`config.mk`:
```
export PLATFORM = sky130hd
export DESIGN_NAME = seq_divider
export DESIGN_NICKNAME = d
export VERILOG_FILES = /design/src/rtl/cpu_div_pkg.sv /design/src/rtl/seq_divider_div_step.sv /design/src/rtl/seq_divider.sv
export SDC_FILE = /design/constraint.sdc
export NUM_CORES = 1
export LEC_CHECK = 0
export ABC_AREA = 1
export CAP_MARGIN = 30
export CORE_MARGIN = 2
export CORE_UTILIZATION = 55
export CTS_CLUSTER_DIAMETER = 30
export DETAILED_ROUTE_END_ITERATION = 8
export PLACE_DENSITY = 0.78
export RECOVER_POWER = 100
export SLEW_MARGIN = 25
export SYNTH_ARGS = -nofsm -noshare
export SYNTH_HDL_FRONTEND = slang
export SYNTH_SLANG_ARGS = --single-unit
```
`constraint.sdc`:
```
create_clock -name clk -period 12.3 [get_ports clk]
set_input_delay 1.845 -clock clk [delete_from_list [all_inputs] [get_ports clk]]
set_output_delay 1.845 -clock clk [all_outputs]
set_load 0.1 [all_outputs]
```
`src/rtl/cpu_div_pkg.sv`:
```
// ---------------------------------------------------------------------------
// cpu_div_pkg
// Shared definitions for the multicycle divider (seq_divider / div_step).
//   DIV_WIDTH  : operand/result width used by the CPU datapath.
//   DIV_CNT_W  : width of the iteration counter (one count per quotient bit).
//   div_state_e: divider control states.
// ---------------------------------------------------------------------------
package cpu_div_pkg;

  localparam int DIV_WIDTH = 32;
  localparam int DIV_CNT_W = $clog2(DIV_WIDTH);

  typedef enum logic [1:0] {
    IDLE  = 2'd0,
    CHECK = 2'd1,
    ITER  = 2'd2,
    FIX   = 2'd3
  } div_state_e;

endpackage : cpu_div_pkg

```
`src/rtl/seq_divider_div_step.sv`:
```
// ---------------------------------------------------------------------------
// div_step
// One combinational restoring-division step on unsigned magnitudes.
// The {remainder, quotient} pair is shifted left by one, the divisor is
// trial-subtracted from the widened remainder, and the result is kept (with
// a 1 shifted into the quotient) only when it did not go negative.
//
// Ports:
//   i_rem  [WIDTH-1:0] partial remainder before the step
//   i_quo  [WIDTH-1:0] quotient/dividend shift register before the step
//   i_dvs  [WIDTH-1:0] divisor magnitude (non-zero)
//   o_rem  [WIDTH-1:0] partial remainder after the step
//   o_quo  [WIDTH-1:0] quotient shift register after the step
// ---------------------------------------------------------------------------
module div_step
  import cpu_div_pkg::*;
#(
  parameter int WIDTH = DIV_WIDTH
) (
  input  logic [WIDTH-1:0] i_rem,
  input  logic [WIDTH-1:0] i_quo,
  input  logic [WIDTH-1:0] i_dvs,
  output logic [WIDTH-1:0] o_rem,
  output logic [WIDTH-1:0] o_quo
);

  // The shifted remainder needs one extra bit: it can reach 2*divisor-1,
  // which overflows WIDTH bits for divisors above 2^(WIDTH-1).
  logic [WIDTH:0] w_shift_rem;
  logic [WIDTH:0] w_trial;
  logic           w_fits;

  assign w_shift_rem = {i_rem, i_quo[WIDTH-1]};
  assign w_trial     = w_shift_rem - {1'b0, i_dvs};
  // The MSB of the widened difference acts as the borrow/sign bit.
  assign w_fits      = ~w_trial[WIDTH];

  assign o_rem = w_fits ? w_trial[WIDTH-1:0] : w_shift_rem[WIDTH-1:0];
  assign o_quo = {i_quo[WIDTH-2:0], w_fits};

endmodule : div_step

```
`src/rtl/seq_divider.sv`:
```
// ---------------------------------------------------------------------------
// seq_divider
// Multicycle signed restoring divider for div/divm. Operands are converted
// to magnitudes on start, WIDTH restoring steps produce the unsigned
// quotient/remainder, and a final fix-up cycle applies the signs:
// quotient truncates toward zero, remainder takes the dividend's sign.
//
// Timeline (edge 0 samples start in IDLE):
//   edge 0          : latch magnitudes and signs, busy goes high
//   edge 1          : zero-divisor check (div_zero pulse, back to IDLE)
//   edges 2..W+1    : one restoring step per edge
//   edge W+2        : write hi/lo, done pulse, busy low
//
// Ports:
//   clk          system clock, rising edge
//   reset        asynchronous active-high reset
//   start        one-cycle request, sampled only in IDLE
//   op_unsigned  (only with SEQ_DIVIDER_UNSIGNED_EN) divu semantics
//   dividend     numerator, two's complement
//   divisor      denominator, two's complement
//   busy         operation in flight
//   done         one-cycle pulse, hi/lo valid from this cycle
//   div_zero     one-cycle pulse, divisor was zero (hi/lo untouched)
//   hi           remainder register
//   lo           quotient register
//
// Build option: define SEQ_DIVIDER_UNSIGNED_EN to add the op_unsigned input.
// ---------------------------------------------------------------------------
module seq_divider
  import cpu_div_pkg::*;
#(
  parameter int WIDTH = DIV_WIDTH
) (
  input  logic             clk,
  input  logic             reset,
  input  logic             start,
`ifdef SEQ_DIVIDER_UNSIGNED_EN
  input  logic             op_unsigned,
`endif
  input  logic [WIDTH-1:0] dividend,
  input  logic [WIDTH-1:0] divisor,
  output logic             busy,
  output logic             done,
  output logic             div_zero,
  output logic [WIDTH-1:0] hi,
  output logic [WIDTH-1:0] lo
);

  localparam int CNT_W = $clog2(WIDTH);
  localparam logic [CNT_W-1:0] LAST_STEP = CNT_W'(WIDTH - 1);

  div_state_e       r_state;
  logic [CNT_W-1:0] r_counter;
  logic [WIDTH-1:0] r_rem;       // partial remainder
  logic [WIDTH-1:0] r_quo;       // dividend magnitude, becomes the quotient
  logic [WIDTH-1:0] r_dvs;       // divisor magnitude
  logic             r_neg_a;     // dividend was negative (signed op)
  logic             r_neg_b;     // divisor was negative (signed op)
  logic             r_busy;
  logic             r_done;
  logic             r_div_zero;
  logic [WIDTH-1:0] r_hi;
  logic [WIDTH-1:0] r_lo;

  logic             w_op_unsigned;
  logic             w_neg_a;
  logic             w_neg_b;
  logic [WIDTH-1:0] w_dvd_mag;
  logic [WIDTH-1:0] w_dvs_mag;
  logic [WIDTH-1:0] w_step_rem;
  logic [WIDTH-1:0] w_step_quo;

`ifdef SEQ_DIVIDER_UNSIGNED_EN
  assign w_op_unsigned = op_unsigned;
`else
  assign w_op_unsigned = 1'b0;
`endif

  // Unsigned operations treat the sign bit as magnitude, so the sign flags
  // are forced low and the fix-up cycle negates nothing.
  assign w_neg_a = dividend[WIDTH-1] & ~w_op_unsigned;
  assign w_neg_b = divisor[WIDTH-1]  & ~w_op_unsigned;

  // WIDTH-bit negation: the most negative value maps onto itself, which is
  // the exact magnitude when read as unsigned.
  assign w_dvd_mag = w_neg_a ? -dividend : dividend;
  assign w_dvs_mag = w_neg_b ? -divisor  : divisor;

  div_step #(
    .WIDTH (WIDTH)
  ) u_div_step (
    .i_rem (r_rem),
    .i_quo (r_quo),
    .i_dvs (r_dvs),
    .o_rem (w_step_rem),
    .o_quo (w_step_quo)
  );

  // NOTE: every register here is updated with <= so all of them sample the
  // pre-edge values; a blocking = would let later statements see new values.
  always_ff @(posedge clk or posedge reset) begin
    if (reset) begin
      r_state    <= IDLE;
      r_counter  <= '0;
      r_rem      <= '0;
      r_quo      <= '0;
      r_dvs      <= '0;
      r_neg_a    <= 1'b0;
      r_neg_b    <= 1'b0;
      r_busy     <= 1'b0;
      r_done     <= 1'b0;
      r_div_zero <= 1'b0;
      r_hi       <= '0;
      r_lo       <= '0;
    end else begin
      // Status pulses last exactly one cycle unless re-asserted below.
      r_done     <= 1'b0;
      r_div_zero <= 1'b0;

      case (r_state)
        IDLE: begin
          if (start) begin
            r_quo   <= w_dvd_mag;
            r_dvs   <= w_dvs_mag;
            r_neg_a <= w_neg_a;
            r_neg_b <= w_neg_b;
            r_busy  <= 1'b1;
            r_state <= CHECK;
          end
        end

        CHECK: begin
          if (r_dvs == '0) begin
            r_div_zero <= 1'b1;
            r_busy     <= 1'b0;
            r_state    <= IDLE;
          end else begin
            r_rem     <= '0;
            r_counter <= '0;
            r_state   <= ITER;
          end
        end

        ITER: begin
          r_rem     <= w_step_rem;
          r_quo     <= w_step_quo;
          r_counter <= r_counter + CNT_W'(1);
          if (r_counter == LAST_STEP) begin
            r_state <= FIX;
          end
        end

        FIX: begin
          r_lo    <= (r_neg_a ^ r_neg_b) ? -r_quo : r_quo;
          r_hi    <= r_neg_a ? -r_rem : r_rem;
          r_done  <= 1'b1;
          r_busy  <= 1'b0;
          r_state <= IDLE;
        end

        default: begin
          r_state <= IDLE;
        end
      endcase
    end
  end

  assign busy     = r_busy;
  assign done     = r_done;
  assign div_zero = r_div_zero;
  assign hi       = r_hi;
  assign lo       = r_lo;

endmodule : seq_divider

```
### Word level (Yosys, flattened, before mapping)

Index checks and enable logic that the tools add are counted.

* bits in registers: 172
* input bits: 67
* output and inout bits: 67
* logic and storage cells: 59

* add/subtract/negate cells: 6
* eq/ne operators: 8
* mux-type cells: 21
* bitwise logic cells: 2
* reductions and logical operators: 10

Operator list (number)
* two-way mux 32 bit: 7
* negation 32 bit: 4
* case mux 32 bit (2 select lines): 2
* subtractor 33 x 32 -> 33 bit: 1
* zero test 32 bit: 1
* case mux 5 bit (2 select lines): 1
* != test 2 bit, second input constant: 4
* case mux 2 bit (4 select lines): 1
* AND reduction 2 bit: 4
* two-way mux 2 bit: 3
* adder 5 x 1 -> 5 bit, second input constant: 1
* equality test 5 bit, second input constant: 1
* two-way mux 1 bit: 5
* two-way mux 5 bit: 1
* equality test 2 bit, second input constant: 2
* nonzero test 2 bit: 2
* case mux 1 bit (3 select lines): 1
* AND reduction 3 bit: 1
* nonzero test 3 bit: 1
* equality test 2 x 1 -> 1 bit, second input constant: 1
* zero test 2 bit: 1
* NOT 1 bit: 1
* bitwise XOR 1 bit: 1

### Logic depth before layout (Yosys ltp)

Gate-level depths: netlist of run 1.

* depth in word-level cells: 4
* depth in mapped cells: 18
* mapped depth without buffers: 17

### Hierarchy

Synthesis of run 1 repeated with hierarchy kept, for this count alone.

* cells, all modules: 2286
* area total of the unflattened synthesis: 14042.2 um^2

Modules (own cells, without submodules)
* seq_divider: times used 1, cells an instance 1574, area an instance 10651.5 um^2
* div_step: times used 1, cells an instance 712, area an instance 3390.8 um^2

### Worst setup path before layout of run 1

OpenSTA, ideal clock, no wires.

* path kind: input-to-reg
* start point: input dividend[1]
* end point: register r_quo[24]
* data arrival time: 3.097 ns
* slack: 9.120 ns
* stages on the path: 11
* path buffers: 0
* cells stage by stage: inv_1 ha_1 nand3_1 nor2_1 nand2_1 nor2_1 nand2_1 nand2_2 nand2_1 xor2_1 o21ai_0

* longest elaborated chain between the ends: 4

Ends and longest elaborated chain
* start, declared: RTL line seq_divider.sv:40 `input logic [WIDTH-1:0] dividend,`
* negation 32 bit: RTL line seq_divider.sv:86 `assign w_dvd_mag = w_neg_a ? -dividend : dividend;`
* two-way mux 32 bit: RTL line seq_divider.sv:86
* two-way mux 32 bit: RTL line seq_divider.sv:122 `if (start) begin`
* case mux 32 bit (2 select lines): RTL line seq_divider.sv:120 `case (r_state)`
* end signal, assigned: RTL line seq_divider.sv:123 `r_quo <= w_dvd_mag;`
* end signal, assigned: RTL line seq_divider.sv:146 `r_quo <= w_step_quo;`
* end, declared: RTL line seq_divider.sv:55 `logic [WIDTH-1:0] r_quo;`

Every way passes these cells. The select of a mux whose other input is x is not followed.
A chain may end at the register's enable or synchronous reset.

==> results.md, run 1 <==
- Setup Total Neg Slack: 0 ns
- Antenna Violating Nets Remaining: 0
- Initial antenna violation count: 0
- Number of synthesized register bits: 172
- CTS tree: yes
- Core Area: 23,300 sq um
- Worst reg2reg path depth: 6
- Post-synth EDFFs: 0
- Period Utilization, post-route: 0.488
- Initial DRC count: 1,217
- Biggest area consumer among synthesized cells: dfrtp_1
- Final Non-Filler Cells: 2,418
- Post-Place Cells: 2,386
- Maxcap violations: 7
- First-pass GRT wire length: 58,900 um
- Leading post-synthesis cells by cell area: dfrtp_1, nand2_1, nand3_1, inv_1, nor2_1
- Chip Height: 157 um
- Worst r2r src: r_state[0]$_DFFE_PP0P_
- Setup Buffers After CTS: 0
- Post-synth design cell area: 12,900 sq um
- Vias in the first global route: 11,900
- Vias per std cell: 5.45
- Critical path buffers and inverters: 3
- Final Wtd Congestion: 0.959
- RSZ-0062 raised after global routing: no
- Clk_lat worst skew: 0.44 ns
- Final Cell Area: 15,100 sq um
- CP Data Arrival Time: 6.17 ns
- Final max-slew violation count: 396
- Syn_area_per_cell: 6.51 sq um
- Starting density of the core: 0.557
- Top Family by Delay on Critical Path: buffers and inverters
- Setup crit end: lo[28]$_DFFE_PP0P_
- Syn Inst Count: 1,988
- Flop2flop setup slack: 7.24 ns
- Num Clock Sinks: 172
- Top cell type's share of synthesized area: 0.332
- Total CTS buffers: 17
- Synth async-reset ratio: 1.00
- Reg2reg end: lo[23]$_DFFE_PP0P_
- Fin util: 0.650
- Crit path from: reset
- Yosys Warn Count: 0
- Ant diodes: 0
- Final Skew: 0.00965 ns
- H-tree depth: 4
- Finish-stage setup viols: 0
- Most used flip-flop cell after synthesis: dfrtp_1
- Startpoint types: input port
- Fmax: 167 MHz
- Most frequent cells in the layout: nand2_1, inv_1, nand3_1, nor2_1, dfrtp_1
- Clk pin slew, worst setup/hold paths: 0.07 ns
- Layout area overhead: 16.7%
- Worst Setup Path Type: in2async
- Largest net degree at the start of global routing: 91
- Placed inst area: 14,500 sq um
- Drt wl/cell: 15.0 um
- NumNets Final: 2,192
- Crit path max-delay cell type: clkinvlp_2
- Tmin final: 6.00 ns
- Relative slew slack: -1.68
- Max incr delay on CP: 2.22 ns
- TritonRoute pass-1 iters: 6
- HPWL Detailed: 27,500 um
- WP data required: 12.46 ns
- Most common cell after layout, fill and taps aside: nand2_1
- Crit path capture type: async pin
- Failing checks: max-capacitance violations, max-slew violations
- Synth cell types: 46
- Hold_buf cts: 0
- WP depth: 3
- Routed WL: 36,300 um
- Final Hold Viols: 0
- Gr usage total: 0.298
- HP Class: reg2reg
- IO Port Bufs: 133
- Tightest Pin Transition: 3.99 ns
- Worst-case clock buffer depth: 2
- Detailed-route via count: 13,200
- Clock root cell: clkbuf_16
- Ports: 134
- Worst Hold Depth: 2
- DRC errors left: 0
- Cell chain of the critical path: dlygate4sd3_1 -> clkinvlp_2 -> clkbuf_1
- Status: finished, violations left
- Sequential area share after synthesis: 0.332
- Crit Path Max Fanout: 90
- Die Span X: 157 um
- Layout cells sized above 1: 0.0333
- Grt total ovfl: 0
- Net Count, Synth: 2,094
- Rows: 56
- Cts repair resizes: 0
- Full die area: 24,800 sq um
per-stage QoR:
step / hold WS, ns / worst slack, ns
detailed placement: 0.468 / 8.30
floorplan: 0.467 / 5.79
global route: 0.505 / 5.38
finish: 0.472 / 6.30
CTS: 0.486 / 8.46
global placement: 0.464 / 8.07
layer usage:
| layer | up-vias | global-route usage | part of all wire | wire length (um) |
|---|---|---|---|---|
| li1 | 6590 | - | - | - |
| met1 | 5961 | 0.458 | 0.47 | 17200 |
| met2 | 577 | 0.436 | 0.42 | 15400 |
| met3 | 62 | 0.0355 | 0.080 | 2910 |
| met4 | 0 | 0.0900 | 0.022 | 782 |
| met5 | - | 0 | 0 | 0 |
state kept, by name, indices dropped and copies added, names as in the netlist, named ones only:
signal and count:
div_zero 1, r_state 1, r_counter 5, r_neg_a 1, r_rem 32, r_dvs 32
busy 1, hi 32, done 1, lo 32, r_neg_b 1, r_quo 32
Yosys cell counts (5+ instances only):
library cell / number
xor2_1: 60
inv_1: 263
xnor2_1: 14
nand3_1: 240
nor3_1: 29
dfrtp_1: 172
nand4_1: 22
nand3b_1: 18
nand2_1: 615
a22oi_1: 27
buf_1: 12
nand2_4: 5
nor4_1: 12
clkbuf_1: 35
o31ai_1: 6
or2_2: 5
nand2_2: 9
buf_2: 13
a21oi_1: 35
o211ai_1: 5
nor2_1: 181
a31oi_1: 11
o21ai_0: 113
ha_1: 38
cells by family (layout without fill, tap and decap cells):
logic type | count (synthesis) | count (layout) | share of synthesized area
and+or+nand+nor | 1149 | 1149 | 0.380
buffers and inverters | 333 | 444 | 0.100
AOI/OAI and AO/OA | 221 | 221 | 0.0985
DFF | 172 | 172 | 0.332
xor gates and xnor gates | 74 | 74 | 0.0501
adders and majority gates | 39 | 39 | 0.0383
worst min path at each step:
| stage | from | end | slack [ns] |
|---|---|---|---|
| final | hi[17]$_DFFE_PP0P_ | hi[17]$_DFFE_PP0P_ | 0.47 |
| after floorplan | r_neg_b$_DFFE_PP0P_ | r_neg_b$_DFFE_PP0P_ | 0.47 |
| after detailed placement | hi[26]$_DFFE_PP0P_ | hi[26]$_DFFE_PP0P_ | 0.47 |
| after global placement | hi[24]$_DFFE_PP0P_ | hi[24]$_DFFE_PP0P_ | 0.46 |
| after CTS | hi[17]$_DFFE_PP0P_ | hi[17]$_DFFE_PP0P_ | 0.49 |
| after global routing | hi[17]$_DFFE_PP0P_ | hi[17]$_DFFE_PP0P_ | 0.50 |
final cells by class:
type / instances / area [sq um]
fill: 2156 / 8150
multi-input combinational: 1483 / 7350
sequential: 172 / 4300
timing repair buffer: 144 / 1420
inverter: 268 / 1010
clock buffer: 20 / 447
tap: 319 / 399
clock inverter: 12 / 179
worst register-to-register path, cell delays in order, from the launching register on:
cell	delay (ns)
dfrtp_1	0.46
nand2_2	0.09
clkbuf_1	2.33
inv_1	0.79
clkbuf_1	0.76
nor2_1	0.33
a31oi_1	0.09
Power of run 1 is left out: the tool's default activity adds up to more than one toggle a clock period on the data nets, which glitch-free logic cannot reach.
==> run 2: changes to the inputs <==
==> constraint.sdc (replaced) <==
create_clock -name clk -period 5.6 [get_ports clk]
set_input_delay 0.84 -clock clk [delete_from_list [all_inputs] [get_ports clk]]
set_output_delay 0.84 -clock clk [all_outputs]
set_load 0.1 [all_outputs]
==> run 2 against run 1 <==
Compared with the run above:
- the flow still finishes with violations (max-capacitance violations, max-slew violations)
- worst hold slack gained 0.0031 ns
- count of clock-buffer cells in the layout is 2 lower
- first-iteration DRC count up 13%
- wire length down 1.4%
- final cell count about the same
- cell area hardly changed
- core utilization about the same
- non-clock buffer count shrank 1
- critical endpoint is now r_quo[19]$_DFFE_PP0P_
- largest cell class unchanged
- highest routed layer unchanged
==> results.md, run 2 (synthesized netlist as in run 1, its figures left out) <==
- Status: finished, violations left
- Failing checks: max-capacitance violations, max-slew violations
- First-pass GRT wire length: 58,800 um (about the same)
- WP data required: 5.93 ns (-6.53 ns)
- Core Area: 23,300 sq um (unchanged)
- Crit path capture type: register
- Num Clock Sinks: 172 (unchanged)
- Initial DRC count: 1,374 (+13%)
- Ant diodes: 0 (unchanged)
- Full die area: 24,800 sq um (unchanged)
- Setup Total Neg Slack: 0 ns (unchanged)
- Cell chain of the critical path: clkdlybuf4s50_1 -> nand2_1 -> clkbuf_1 -> inv_1 -> nor2_4 -> a21boi_0 -> o21ai_0
- Setup Buffers After CTS: 0 (unchanged)
- Vias per std cell: 5.44 (-0.18%)
- RSZ-0062 raised after global routing: no
- Final Wtd Congestion: 0.953 (-0.65%)
- Cts repair resizes: 0 (unchanged)
- Tightest Pin Transition: 2.17 ns (-1.82 ns)
- Period Utilization, post-route: 0.689
- Fmax: 259 MHz
- Final Skew: 0.0107 ns (+0.00108 ns)
- Die Span X: 157 um (unchanged)
- HP Class: reg2reg
- Layout cells sized above 1: 0.0334 (about the same)
- Top Family by Delay on Critical Path: buffers and inverters
- IO Port Bufs: 133 (unchanged)
- Final max-slew violation count: 223 (-44%)
- Setup ws final: 1.74 ns (-4.56 ns)
- Worst Hold Depth: 2 (unchanged)
- FF/Latch Area: 4300 sq um (unchanged)
- Most frequent cells in the layout: nand2_1, inv_1, nand3_1, nor2_1, dfrtp_1
- CTS tree: yes
- Worst Setup Path Type: in2reg
- Maxcap violations: 4 (-3)
- Antenna Violating Nets Remaining: 0 (unchanged)
- Vias in the first global route: 11,900 (-0.62%)
- Starting density of the core: 0.557 (unchanged)
- Rows: 56 (unchanged)
- Critical path buffers and inverters: 3 (unchanged)
- Fin util: 0.649 (about the same)
- Initial antenna violation count: 0 (unchanged)
- Crit Path Max Fanout: 55 (-39%)
- Post-Place Cells: 2,385 (-0.042%)
- HPWL Detailed: 27,300 um (-0.90%)
- Clk_lat worst skew: 0.44 ns (about the same)
- Largest net degree at the start of global routing: 91 (unchanged)
- Tmin final: 3.86 ns
- Chip Height: 157 um (unchanged)
- TritonRoute pass-1 iters: 6 (unchanged)
- WP depth: 7 (+4)
- NumNets Final: 2,191 (-0.046%)
- DRC errors left: 0 (unchanged)
- Total CTS buffers: 17 (unchanged)
- Clk pin slew, worst setup/hold paths: 0.07 ns (about the same)
- Most common cell after layout, fill and taps aside: nand2_1
- Ports: 134 (unchanged)
- Max incr delay on CP: 1.54 ns (-0.68 ns)
- Fillers: 2,160 (+0.19%)
- Gr usage total: 0.295 (-0.00226)
- Finish-stage setup viols: 0 (unchanged)
- Hold_buf cts: 0 (unchanged)
- Relative slew slack: -0.447 (+1.23)
- Drt wl/cell: 14.8 um (-1.4%)
- Detailed-route via count: 13,200 (-0.27%)
- H-tree depth: 4 (unchanged)
- Pre-CTS setup slack: 2.59 ns (-5.71 ns)
- Layout area overhead: 16.7% (about the same)
- Multi-input logic area: 7360 sq um (about the same)
- Worst-case clock buffer depth: 2 (unchanged)
- Worst reg2reg path depth: 7 (+1)
- Crit path max-delay cell type: clkbuf_1
- Startpoint types: input port
- Final Hold Viols: 0 (unchanged)
- Final Non-Filler Cells: 2,416 (-0.083%)
- Clock root cell: clkbuf_16
- Routed WL: 35,800 um (-1.4%)
- CP Data Arrival Time: 4.19 ns (-1.98 ns)
- Grt total ovfl: 0 (unchanged)
[run 2: changes by cell type in the layout (fill, tap and decap cells not counted), sizes merged]
cell	previous run	this run
dlygate4sd3	69	68
clkbuf	26	23
clkdlybuf4s50	64	65
clkinv	4	6
clkinvlp	3	0
inv	270	271
bufinv	3	4
[run 2: stage by stage]
| stage | instance area, sq um | hold slack [ns] |
|---|---|---|
| 2_1_floorplan | 12900 | 0.467 |
| 3_3_place_gp | 14500 | 0.463 |
| 3_5_place_dp | 14500 | 0.467 |
| 4_1_cts | 15100 | 0.485 |
| 5_1_grt | 15100 | 0.488 |
| 6_report | 15100 | 0.476 |
[run 2: path summary, 6_finish.rpt]
kind	startpoint	to	slack, ns
worst min-delay path	hi[26]$_DFFE_PP0P_	hi[26]$_DFFE_PP0P_	0.48
worst min register to register	hi[26]$_DFFE_PP0P_	hi[26]$_DFFE_PP0P_	0.48
worst max-delay path	start	r_quo[19]$_DFFE_PP0P_	1.74
max in group asynchronous	reset	r_dvs[17]$_DFFE_PP0P_	2.02
min in group asynchronous	reset	lo[16]$_DFFE_PP0P_	1.01
worst max register to register	r_state[0]$_DFFE_PP0P_	r_quo[19]$_DFFE_PP0P_	1.98
[run 2: worst min-delay path, delay by kind of cell (launching register included)]
| kind | cells | cell delay [ns] |
|---|---|---|
| and+or+nand+nor | 2 | 0.10 |
| DFF | 1 | 0.34 |
[run 2: cell type report]
type | instances | area share
multi-input cells | 1483 | 0.487
flip-flops and latches | 172 | 0.285
repair buffers | 143 | 0.0924
inverters | 268 | 0.0669
clock buffers | 18 | 0.0284
well taps | 319 | 0.0264
clock inverters | 13 | 0.0139
[run 2: layer usage]
layer	global-route usage	routed length [um]
met1	0.451	17100
met2	0.428	14900
met3	0.0424	3000
met4	0.0952	838
met5	0	0
Power of run 2 is left out for the same reason.
